File: src/rtl/masked_sbox_stage2_pini.sv
// Second stage of the 2-cycle first-order masked AES S-box: two domain-oriented
// masked GF(2^4) multiplications (N x ah, N x (ah^al)) with valid/ready flow control.
module masked_sbox_stage2_pini #(
  parameter int unsigned RAND_W = 8
) (
  input  logic              clk,
  input  logic              rst,
  input  logic              in_valid,
  output logic              in_ready,
  input  logic [3:0]        n0,
  input  logic [3:0]        n1,
  input  logic [7:0]        a0,
  input  logic [7:0]        a1,
  input  logic [RAND_W-1:0] ran,
  output logic              out_valid,
  input  logic              out_ready,
  output logic [7:0]        q0,
  output logic [7:0]        q1
);

  localparam int unsigned NIB_W  = 4;
  localparam int unsigned BYTE_W = 8;

  if (RAND_W != 8) begin : g_bad_rand_w
    $error("masked_sbox_stage2_pini: RAND_W must be 8");
  end

  // GF(2^4) multiply, reduction polynomial x^4 + x + 1
  function automatic logic [NIB_W-1:0] gf16_mul(input logic [NIB_W-1:0] x,
                                                input logic [NIB_W-1:0] y);
    logic [NIB_W-1:0] acc;
    logic [NIB_W-1:0] t;
    acc = '0;
    t   = x;
    for (int i = 0; i < 4; i++) begin
      if (y[i]) acc = acc ^ t;
      t = {t[2:0], 1'b0} ^ (t[3] ? 4'h3 : 4'h0);
    end
    return acc;
  endfunction

  logic              v1;
  logic              v2;
  logic              en;
  logic              accept;

  logic [NIB_W-1:0]  ah0, al0, ah1, al1;
  logic [NIB_W-1:0]  s0, s1;
  logic [NIB_W-1:0]  rh, rl;

  logic [NIB_W-1:0]  p00h_d, p11h_d, c01h_d, c10h_d;
  logic [NIB_W-1:0]  p00l_d, p11l_d, c01l_d, c10l_d;

  logic [NIB_W-1:0]  p00h_q, p11h_q, c01h_q, c10h_q;
  logic [NIB_W-1:0]  p00l_q, p11l_q, c01l_q, c10l_q;

  logic [BYTE_W-1:0] q0_q, q1_q;

  assign en       = !v2 || out_ready;
  assign accept   = in_valid && en;
  assign in_ready = en;

  assign ah0 = a0[7:4];
  assign al0 = a0[3:0];
  assign ah1 = a1[7:4];
  assign al1 = a1[3:0];
  assign rh  = ran[7:4];
  assign rl  = ran[3:0];

  // Low-multiplier operand formed inside each share domain before any product
  assign s0 = ah0 ^ al0;
  assign s1 = ah1 ^ al1;

  // Inner-domain products plus cross-domain products refreshed with fresh randomness
  always_comb begin
    p00h_d = gf16_mul(n0, ah0);
    p11h_d = gf16_mul(n1, ah1);
    c01h_d = gf16_mul(n0, ah1) ^ rh;
    c10h_d = gf16_mul(n1, ah0) ^ rh;
    p00l_d = gf16_mul(n0, s0);
    p11l_d = gf16_mul(n1, s1);
    c01l_d = gf16_mul(n0, s1) ^ rl;
    c10l_d = gf16_mul(n1, s0) ^ rl;
  end

  // Valid bits shift on every enabled edge so bubbles propagate
  always_ff @(posedge clk or posedge rst) begin
    if (rst) begin
      v1 <= 1'b0;
      v2 <= 1'b0;
    end else if (en) begin
      v1 <= accept;
      v2 <= v1;
    end
  end

  // S1 captures only on accept so idle-cycle randomness never enters the pipe
  always_ff @(posedge clk or posedge rst) begin
    if (rst) begin
      p00h_q <= '0;
      p11h_q <= '0;
      c01h_q <= '0;
      c10h_q <= '0;
      p00l_q <= '0;
      p11l_q <= '0;
      c01l_q <= '0;
      c10l_q <= '0;
    end else if (accept) begin
      p00h_q <= p00h_d;
      p11h_q <= p11h_d;
      c01h_q <= c01h_d;
      c10h_q <= c10h_d;
      p00l_q <= p00l_d;
      p11l_q <= p11l_d;
      c01l_q <= c01l_d;
      c10l_q <= c10l_d;
    end
  end

  // S2 compresses within each share domain; only real results overwrite outputs
  always_ff @(posedge clk or posedge rst) begin
    if (rst) begin
      q0_q <= '0;
      q1_q <= '0;
    end else if (en && v1) begin
      q0_q <= {p00h_q ^ c01h_q, p00l_q ^ c01l_q};
      q1_q <= {p11h_q ^ c10h_q, p11l_q ^ c10l_q};
    end
  end

  assign out_valid = v2;
  assign q0        = q0_q;
  assign q1        = q1_q;

endmodule

File: config.mk
export PLATFORM = sky130hd
export DESIGN_NAME = masked_sbox_stage2_pini
export DESIGN_NICKNAME = d
export VERILOG_FILES = /design/src/rtl/masked_sbox_stage2_pini.sv
export SDC_FILE = /design/constraint.sdc
export NUM_CORES = 1
export LEC_CHECK = 0
export ABC_AREA = 1
export CORE_ASPECT_RATIO = 1.2
export CORE_MARGIN = 8
export CORE_UTILIZATION = 48
export CTS_CLUSTER_SIZE = 40
export DETAILED_ROUTE_END_ITERATION = 12
export DONT_BUFFER_PORTS = 1
export PLACE_DENSITY = 0.7
export SETUP_SLACK_MARGIN = 0.15
export SLEW_MARGIN = 5
export SYNTH_ARGS = -nofsm -noshare
export SYNTH_HDL_FRONTEND = slang
export SYNTH_SLANG_ARGS = --single-unit
File: constraint.sdc
create_clock -name clk -period 2.7 [get_ports clk]
set_input_delay 0.135 -clock clk [delete_from_list [all_inputs] [get_ports clk]]
set_output_delay 0.135 -clock clk [all_outputs]
set_load 0.005 [all_outputs]
# After elaboration in Yosys (flattened, before gate mapping)
# Index checks and enable logic that the tools add are counted.
[word_totals] ff_bits=50 word_cells=94
[op_classes] n_mux=38 bitwise_logic=40 reduce_logical=4
[op_table] op="bitwise XOR 4 bit" n=34
[op_table] op="two-way mux 4 bit" n=32
[op_table] op="bitwise XOR 4 x 2 -> 4 bit" n=6
[op_table] op="two-way mux 2 bit" n=6
[op_table] op="logical AND 1 bit" n=2
[op_table] op="zero test 1 bit" n=1
[op_table] op="logical OR 1 bit" n=1

# Logic depth before layout (Yosys ltp)
# Gate-level depths: netlist (run 1).
[logic_depth] depth_word=9 depth_mapped=13 mapped_depth_nobuf=12

# Worst setup path after synthesis (run 1)
# OpenSTA, ideal clock, no wires.
[synth_path] path_type="register to register" start="register v2, in the netlist out_valid" end="register c01h_q[0]" setup_time_ns=0.066 t_arrival_ns=1.226 required_time_ns=2.634 slack_ns=1.409 path_stages_with_launch=9 synth_period_minus_slack_ns=1.291 path_cell_list="dfrtp_1 inv_1 nor2_1 inv_1 nand2_1 inv_1 clkbuf_1 nand3_1 nand2_1"
[synth_between] elab_chain_len=3
[synth_lines] item="from (decl)" line="43" text="logic v2;"
[synth_lines] item="from (signal assigned)" line="93" text="v2 <= v1;"
[synth_lines] item="zero test 1 bit" line="59" text="assign en = !v2 || out_ready;"
[synth_lines] item="logical OR 1 bit" line="59"
[synth_lines] item="via in_ready" line="9" text="output logic in_ready,"
[synth_lines] item="logical AND 1 bit" line="60" text="assign accept = in_valid && en;"
[synth_lines] item="to (signal assigned)" line="111" text="c01h_q <= c01h_d;"
[synth_lines] item="to (decl)" line="54" text="logic [NIB_W-1:0] p00h_q, p11h_q, c01h_q, c10h_q;"
# The timed path passes the listed nets, and every way through them passes these cells.
# A chain may end at the register's enable or synchronous reset.

# Worst setup path after layout (run 1)
[layout_path] start="register v2, in the netlist out_valid" end="register q0_q[4], in the netlist q0[4]"
[layout_between] elab_chain_len=3
[layout_lines] item="zero test 1 bit" line="59"
[layout_lines] item="logical OR 1 bit" line="59"
[layout_lines] item="logical AND 1 bit" line="125" text="end else if (en && v1) begin"
[layout_lines] item="to (signal assigned)" line="126" text="q0_q <= {p00h_q ^ c01h_q, p00l_q ^ c01l_q};"
[layout_lines] item="to (decl)" line="57" text="logic [BYTE_W-1:0] q0_q, q1_q;"
# Every way passes these cells.

==> results.py, run 1 <==
metrics = {
    "timing": {
        "max-slew-margin-rel_pct": 34.0,
        "final-setup-viol-count": 0,
        "tns_ps": 0,
        "fmax_mhz": 656,
        "rsz0062_at_grt": "no",
        "final_hold_viol_count": 0,
        "min_period_ps": 1520,
        "tightest_slew_ps": 989,
        "slew_viol_final": 0,
        "skew_ps": 2.84,
        "fin_crit_sh_pct": 56.4,
    },
    "detailed_routing": {
        "wire_per_inst_um": 14.3,
        "drc": 0,
        "vias": 4177,
        "firstDrtPassIters": 5,
        "first_iter_violations": 309,
        "ant_nets": 0,
        "post_drt_via_cell_ratio": 5.04,
        "totalWireLength_um": 11800,
    },
    "worst_setup_path": {
        "worst_setup_path_start_kind": "flop",
        "cp_slowest_stage_delay_ps": 450,
        "r2r-start": "out_valid",
        "path_delay_family": "simple AND/OR/NAND/NOR gates",
        "crit_type": "flop to flop",
        "worst_ep_arrival_time_ps": 1750,
        "cp.buffers_inverters": 2,
        "startpoint": "out_valid",
        "cp_max_fo": 17,
        "slowest_stage": "nor2_2",
        "crit_top_cell": "nor2_1",
        "crit_required_ps": 2920,
        "end_kind": "flop",
        "cp_cell_sequence": "inv_1 > nor2_1 > nor2_2 > buf_4 > nor2_1 > a21oi_1",
    },
    "power_and_ir_drop": {
        "combinationalPowerShare_pct": 35.2,
        "internal-power_w": 0.00162,
        "p_sw_w": 0.000939,
        "p_clk_share_pct": 19.7,
        "p_leak_nw": 2.46,
        "peakVddDrop_mv": 0.200,
        "pwr_density_cell_mw_per_mm2": 560,
        "seqPwrFrac_pct": 45.1,
        "p_sw_share_pct": 36.7,
    },
    "yosys": {
        "synth_nets": 757,
        "synth_edf_count": 0,
        "syn_avg_cell_area_sq_um": 6.13,
        "syn_area_sq_mm": 0.00442,
        "yosysTopAreaCellShare_pct": 28.3,
        "synth-seq-area-share_pct": 28.3,
        "synthArstFlopShare_pct": 100,
        "yosys.area.top_type": "dfrtp_1",
        "synth_commonest_cells": "nand2_1 (303), nand3_1 (80), inv_1 (65), nor2_1 (59), dfrtp_1 (50)",
        "syn_inst": 721,
        "synthMuxAreaShare_pct": 0,
        "synth_top_family_by_area": "simple AND/OR/NAND/NOR gates",
        "yosys-top-cells-area": "dfrtp_1 (28%), nand2_1 (26%), nand3_1 (9.1%)",
        "synth_compound_gate_area_share_pct": 3.40,
        "yosys.area_share.adder_pct": 0,
        "yosys_register_bits": 50,
        "synth.most_common_cell": "nand2_1",
        "synth-simple-area-share_pct": 44.0,
        "yosys_warnings": 0,
        "synth_xor_area_share_pct": 14.4,
        "ys_types": 24,
        "synth_ff_type": "dfrtp_1",
    },
    "cells_and_area": {
        "layout-drive-gt1-share_pct": 5.64,
        "stdcell_count": 829,
        "syn2layout_area_growth_pct": 3.28,
        "diodes": 0,
        "nets": 744,
    },
    "placed_design": {
        "dp_hpwl_um": 9130,
        "port_buffers": 0,
        "placedCellCount": 820,
        "gp_congestion": 0.909,
    },
    "floorplan": {
        "die-area_sq_mm": 0.0125,
        "initial_core_util_pct": 49.2,
        "boundaryPins": 54,
        "die_y_um": 121,
        "core_area_sq_mm": 0.00899,
        "fp-row-count": 38,
        "chipWidth_um": 104,
    },
    "global_route": {
        "gr-total-overflow": 0,
        "grt_max_degree": 51,
        "grt_usage_pct": 19.5,
        "grt_pass1_vias": 4048,
        "antenna_found_initial": 0,
        "grt_pass1_wl_um": 20200,
    },
    "cts": {
        "cts_tree": "built",
        "htree_levels": 2,
        "clk_pin_slew_ps": 90,
        "clockBufferDepth": 2,
        "clkSinkCount": 50,
        "cts_resized": 0,
        "numCtsBuffers": 5,
        "cts-root-buf": "clkbuf_8",
        "clk_latency_ps": 290,
    },
    "status": {
        "status": "completed",
    },
    "job": {
        "maxCapViolCount": 0,
    },
    "hold_path": {
        "hold_start": "ran[5]",
        "worstHoldPathType": "primary input to flop",
    },
}
-- final timing paths --
check | end | slack (ps) | cells after the start
worst max-delay path | q0[4] | 1180 | 6
worst min-delay path | c10h_q[1] | 10 | 3
worst max register to register | q0[4] | 1180 | 6
worst min register to register | out_valid | 480 | 2
max in group asynchronous | c01h_q[3] | 1560 | 2
min in group asynchronous | q0[0] | 530 | 2
-- flip-flops by register name, summed over array words and instances, names as in the netlist --
name	cells
q0	8
q1	8
c01h_q	4
c01l_q	4
c10h_q	4
c10l_q	4
p00h_q	4
p00l_q	4
p11h_q	4
p11l_q	4
out_valid	1
v1	1
-- cell type report --
cell class              count  area (sq um)
fillers                   909          4420
multi-input cells         572          2740
flip-flops and latches     50          1250
inverters                  75           287
well taps                 120           150
clock buffers               5          68.8
clock inverters             3          40.0
repair buffers              4          32.5
-- logic make-up after synthesis --
logic type                Yosys count
AOI/OAI and AO/OA                  30
DFF                                50
xor gates and xnor gates           72
and+or+nand+nor                   470
buffers and inverters              99
-- metal layers --
| layer | wire length, um | GRT usage (%) |
|---|---|---|
| met5 | 0 | 0 |
| met2 | 5470 | 32.7 |
| met4 | 278 | 8.74 |
| met3 | 807 | 2.87 |
| met1 | 5290 | 24.5 |
-- repair_timing --
action                    in CTS  in global routing
buffers inserted               0                  0
hold buffers                   1                  0
hold endpoints to repair      50                  0
-- through the flow --
| step | power (W) | setup slack, ps | instance area, sq um | hold slack [ps] | util, % |
|---|---|---|---|---|---|
| global route | 0.00278 | 1000 | 4560 | 34.0 | 50.8 |
| detailed placement | 0.00207 | 1170 | 4450 | 301 | 49.5 |
| global placement | 0.00204 | 1250 | 4450 | 292 | 49.5 |
| floorplan | 0.00189 | 1360 | 4420 | 305 | - |
| CTS | 0.00258 | 1150 | 4560 | 4.97 | 50.8 |
| finish | 0.00256 | 1180 | 4560 | 10.0 | 50.8 |
-- power by group through the flow --
stage | sequential, W | clock, W | combinational [W]
2_1_floorplan | 0.00112 | 0 | 0.000765
3_3_place_gp | 0.00117 | 0 | 0.000871
3_5_place_dp | 0.00118 | 0 | 0.000891
4_1_cts | 0.00117 | 0.000518 | 0.000901
5_1_grt | 0.00119 | 0.000547 | 0.00105
6_report | 0.00115 | 0.000503 | 0.000901
-- worst reg2reg max path: cells and delay by family, from the launching register on --
family	cells	cell delay, ps
AO/OA/AOI/OAI	1	120
buffers and inverters	2	370
flip-flops	1	410
AND/OR/NAND/NOR	3	560
-- placed cells by master (no fill, tap or decap), types with 2 or more instances in the layout --
cell      synthesis  routed
nor2_2            1       2
inv_1            65      64
dfrtp_1          50      50
nand2_1         303     303
clkinv_2          0       2
nand3_1          80      80
buf_4             8       3
or2_1             7       7
o21ai_0          13      13
clkbuf_8          0       5
nor2_1           59      58
xor2_1           27      27
nand3b_1          4       4
nand2_2          13      13
a21oi_1          16      16
inv_2             9      10
xnor2_1          44      44
(Power assumes the default switching activity.)
==> run 2: changes to the inputs <==
- ABC_AREA: 1 -> 0
- PLACE_DENSITY: 0.7 -> 0.72
- clock period: 2.7 -> 1.3 ns (I/O delays scaled with it)
==> run 2 against run 1 <==
Effect of this change:
- routed wire length is 23% lower
- clock-buffer cell count up 2
- register-to-register slack worse by 960 ps
- area after synthesis is 10% lower
- critical path type unchanged
==> results.py, run 2 <==
metrics = {
    "floorplan": {
        "boundaryPins": 54,
        "die_y_um": 115,
        "fp-row-count": 36,
        "core_area_sq_mm": 0.00806,
        "initial_core_util_pct": 49.1,
        "chipWidth_um": 98.9,
        "die-area_sq_mm": 0.0114,
    },
    "detailed_routing": {
        "vias": 3079,
        "post_drt_via_cell_ratio": 5.40,
        "first_iter_violations": 131,
        "ant_nets": 0,
        "drc": 0,
        "firstDrtPassIters": 4,
        "wire_per_inst_um": 16.1,
        "totalWireLength_um": 9160,
    },
    "cells_and_area": {
        "multi_input_area_sq_mm": 0.00261,
        "syn2layout_area_growth_pct": 10.3,
        "fillCellCount": 733,
        "most-common-layout-cells": "nand2_1 (143), xnor2_1 (85), dfrtp_1 (50)",
        "diodes": 0,
        "layout-drive-gt1-share_pct": 11.6,
        "layout_commonest_cell": "nand2_1",
        "seq_area_sq_mm": 0.00125,
        "nets": 510,
    },
    "timing": {
        "tns_ps": 0,
        "max-slew-margin-rel_pct": 61.7,
        "tightest_slew_ps": 571,
        "slew_viol_final": 0,
        "skew_ps": 4.79,
        "holdWs_ps": 26.0,
        "final-setup-viol-count": 0,
        "fin_crit_sh_pct": 83.2,
        "fmax_mhz": 924,
        "rsz0062_at_grt": "no",
        "min_period_ps": 1080,
        "final_hold_viol_count": 0,
        "worst_slack_ps": 218,
    },
    "power_and_ir_drop": {
        "internal-power_w": 0.00366,
        "p_clk_share_pct": 17.9,
        "seqPwrFrac_pct": 46.0,
        "p_sw_w": 0.00184,
        "combinationalPowerShare_pct": 36.1,
        "total_power_w": 0.00550,
        "p_sw_share_pct": 33.5,
        "peakVddDrop_mv": 0.559,
        "p_leak_nw": 1.90,
        "pwr_density_cell_mw_per_mm2": 1260,
    },
    "yosys": {
        "yosys-top-cells-area": "dfrtp_1 (32%), xnor2_1 (19%), nand2_1 (14%)",
        "ys_types": 34,
        "synth.most_common_cell": "nand2_1",
        "yosys_register_bits": 50,
        "synth_commonest_cells": "nand2_1 (144), xnor2_1 (85), dfrtp_1 (50), o21ai_1 (32), o21ai_0 (27)",
        "synth_ff_type": "dfrtp_1",
        "synth_nets": 508,
        "yosys.area.top_type": "dfrtp_1",
        "syn_avg_cell_area_sq_um": 8.38,
        "synth_edf_count": 0,
        "syn_inst": 472,
        "yosysTopAreaCellShare_pct": 31.6,
        "synth-seq-area-share_pct": 31.6,
        "synthArstFlopShare_pct": 100,
        "yosys_warnings": 0,
        "syn_area_sq_mm": 0.00396,
    },
    "global_route": {
        "grt_pass1_wl_um": 15200,
        "grt_usage_pct": 16.5,
        "antenna_found_initial": 0,
        "grt_pass1_vias": 3027,
        "gr-total-overflow": 0,
        "grt_max_degree": 33,
    },
    "cts": {
        "clockBufferDepth": 2,
        "cts-root-buf": "clkbuf_8",
        "htree_levels": 2,
        "clk_pin_slew_ps": 80,
        "clk_latency_ps": 300,
        "clkSinkCount": 50,
        "cts_tree": "built",
        "numCtsBuffers": 5,
    },
    "worst_setup_path": {
        "crit_required_ps": 1500,
        "cp_slowest_stage_delay_ps": 400,
        "worst_ep_arrival_time_ps": 1280,
        "end_kind": "flop",
        "crit_type": "flop to flop",
        "cp_cell_sequence": "nand2b_4 > nand2_4 > mux2_2",
        "cp_max_fo": 5,
        "worst_setup_path_start_kind": "flop",
        "slowest_stage": "dfrtp_1",
    },
    "status": {
        "status": "completed",
    },
    "placed_design": {
        "port_buffers": 0,
        "gp_congestion": 0.910,
        "dp_hpwl_um": 6990,
        "dp_slack_ps": 16.9,
    },
    "job": {
        "maxCapViolCount": 0,
    },
    "hold_path": {
        "worstHoldPathType": "primary input to flop",
    },
}
[run 2: changes by cell type after synthesis, sizes merged, moves of 11 or more]
cell   previous run  this run
inv              75         3
nand2           317       144
nor2             60         1
nand3            80         4
mux2i             0        11
o21ai            14        59
xnor2            45        85
[run 2: logic make-up after synthesis]
logic type,count (synthesis),synth area share [%]
muxes,18,4.78
xor gates and xnor gates,119,30.9
AOI/OAI and AO/OA,79,10.8
and+or+nand+nor,171,18.0
buffers and inverters,35,3.92
DFF,50,31.6
[run 2: metal layers]
metal	vias up	track usage [%]	wire [um]
met4	0	6.77	180
met3	10	3.97	833
li1	1530	-	-
met2	116	26.4	4210
met5	-	0	0
met1	1423	21.1	3940
[run 2: stage by stage]
step,cells,area [sq um],utilization [%]
floorplan,472,4050,-
global placement,558,4190,52.0
detailed placement,558,4190,52.0
CTS,569,4330,53.7
global route,570,4370,54.1
finish,570,4370,54.1
[run 2: layout make-up]
type                       count  share of cell area, %
multi-input combinational    387                   59.7
clock buffer                   7                   2.21
timing repair buffer          27                   6.16
inverter                       3                  0.344
sequential                    50                   28.7
clock inverter                 1                  0.201
tap                           95                   2.72
[run 2: final timing paths]
check / from / end / slack, ps / depth (start not counted)
worst max-delay path: out_valid / p11l_q[3] / 220 / 3
min in group asynchronous: rst / q0[1] / 240 / 2
worst min-delay path: a1[7] / p11h_q[3] / 30 / 3
worst max register to register: out_valid / p11l_q[3] / 220 / 3
worst min register to register: v1 / out_valid / 480 / 2
max in group asynchronous: rst / c01h_q[3] / 570 / 3
[run 2: repair_timing]
item | CTS | global route
endpoints found under the setup margin | 4 | 8
hold endpoints to repair | 52 | 0
hold buffers | 3 | 0
setup buffers | 0 | 0
cloned | 0 | 1
gates resized for setup | 1 | 2
[run 2: worst max-delay path, delay by kind of cell (launching register included)]
| family | cells | cell delay, ps |
|---|---|---|
| simple gates | 2 | 230 |
| flops | 1 | 400 |
| mux | 1 | 340 |
[run 2: power by group through the flow]
stage / logic (W) / clock network (W) / registers (W)
floorplan: 0.00168 / 0 / 0.00243
global placement: 0.00193 / 0 / 0.00256
detailed placement: 0.00197 / 0 / 0.00258
CTS: 0.00199 / 0.00103 / 0.00255
global route: 0.00224 / 0.00110 / 0.00262
finish: 0.00199 / 0.000983 / 0.00253
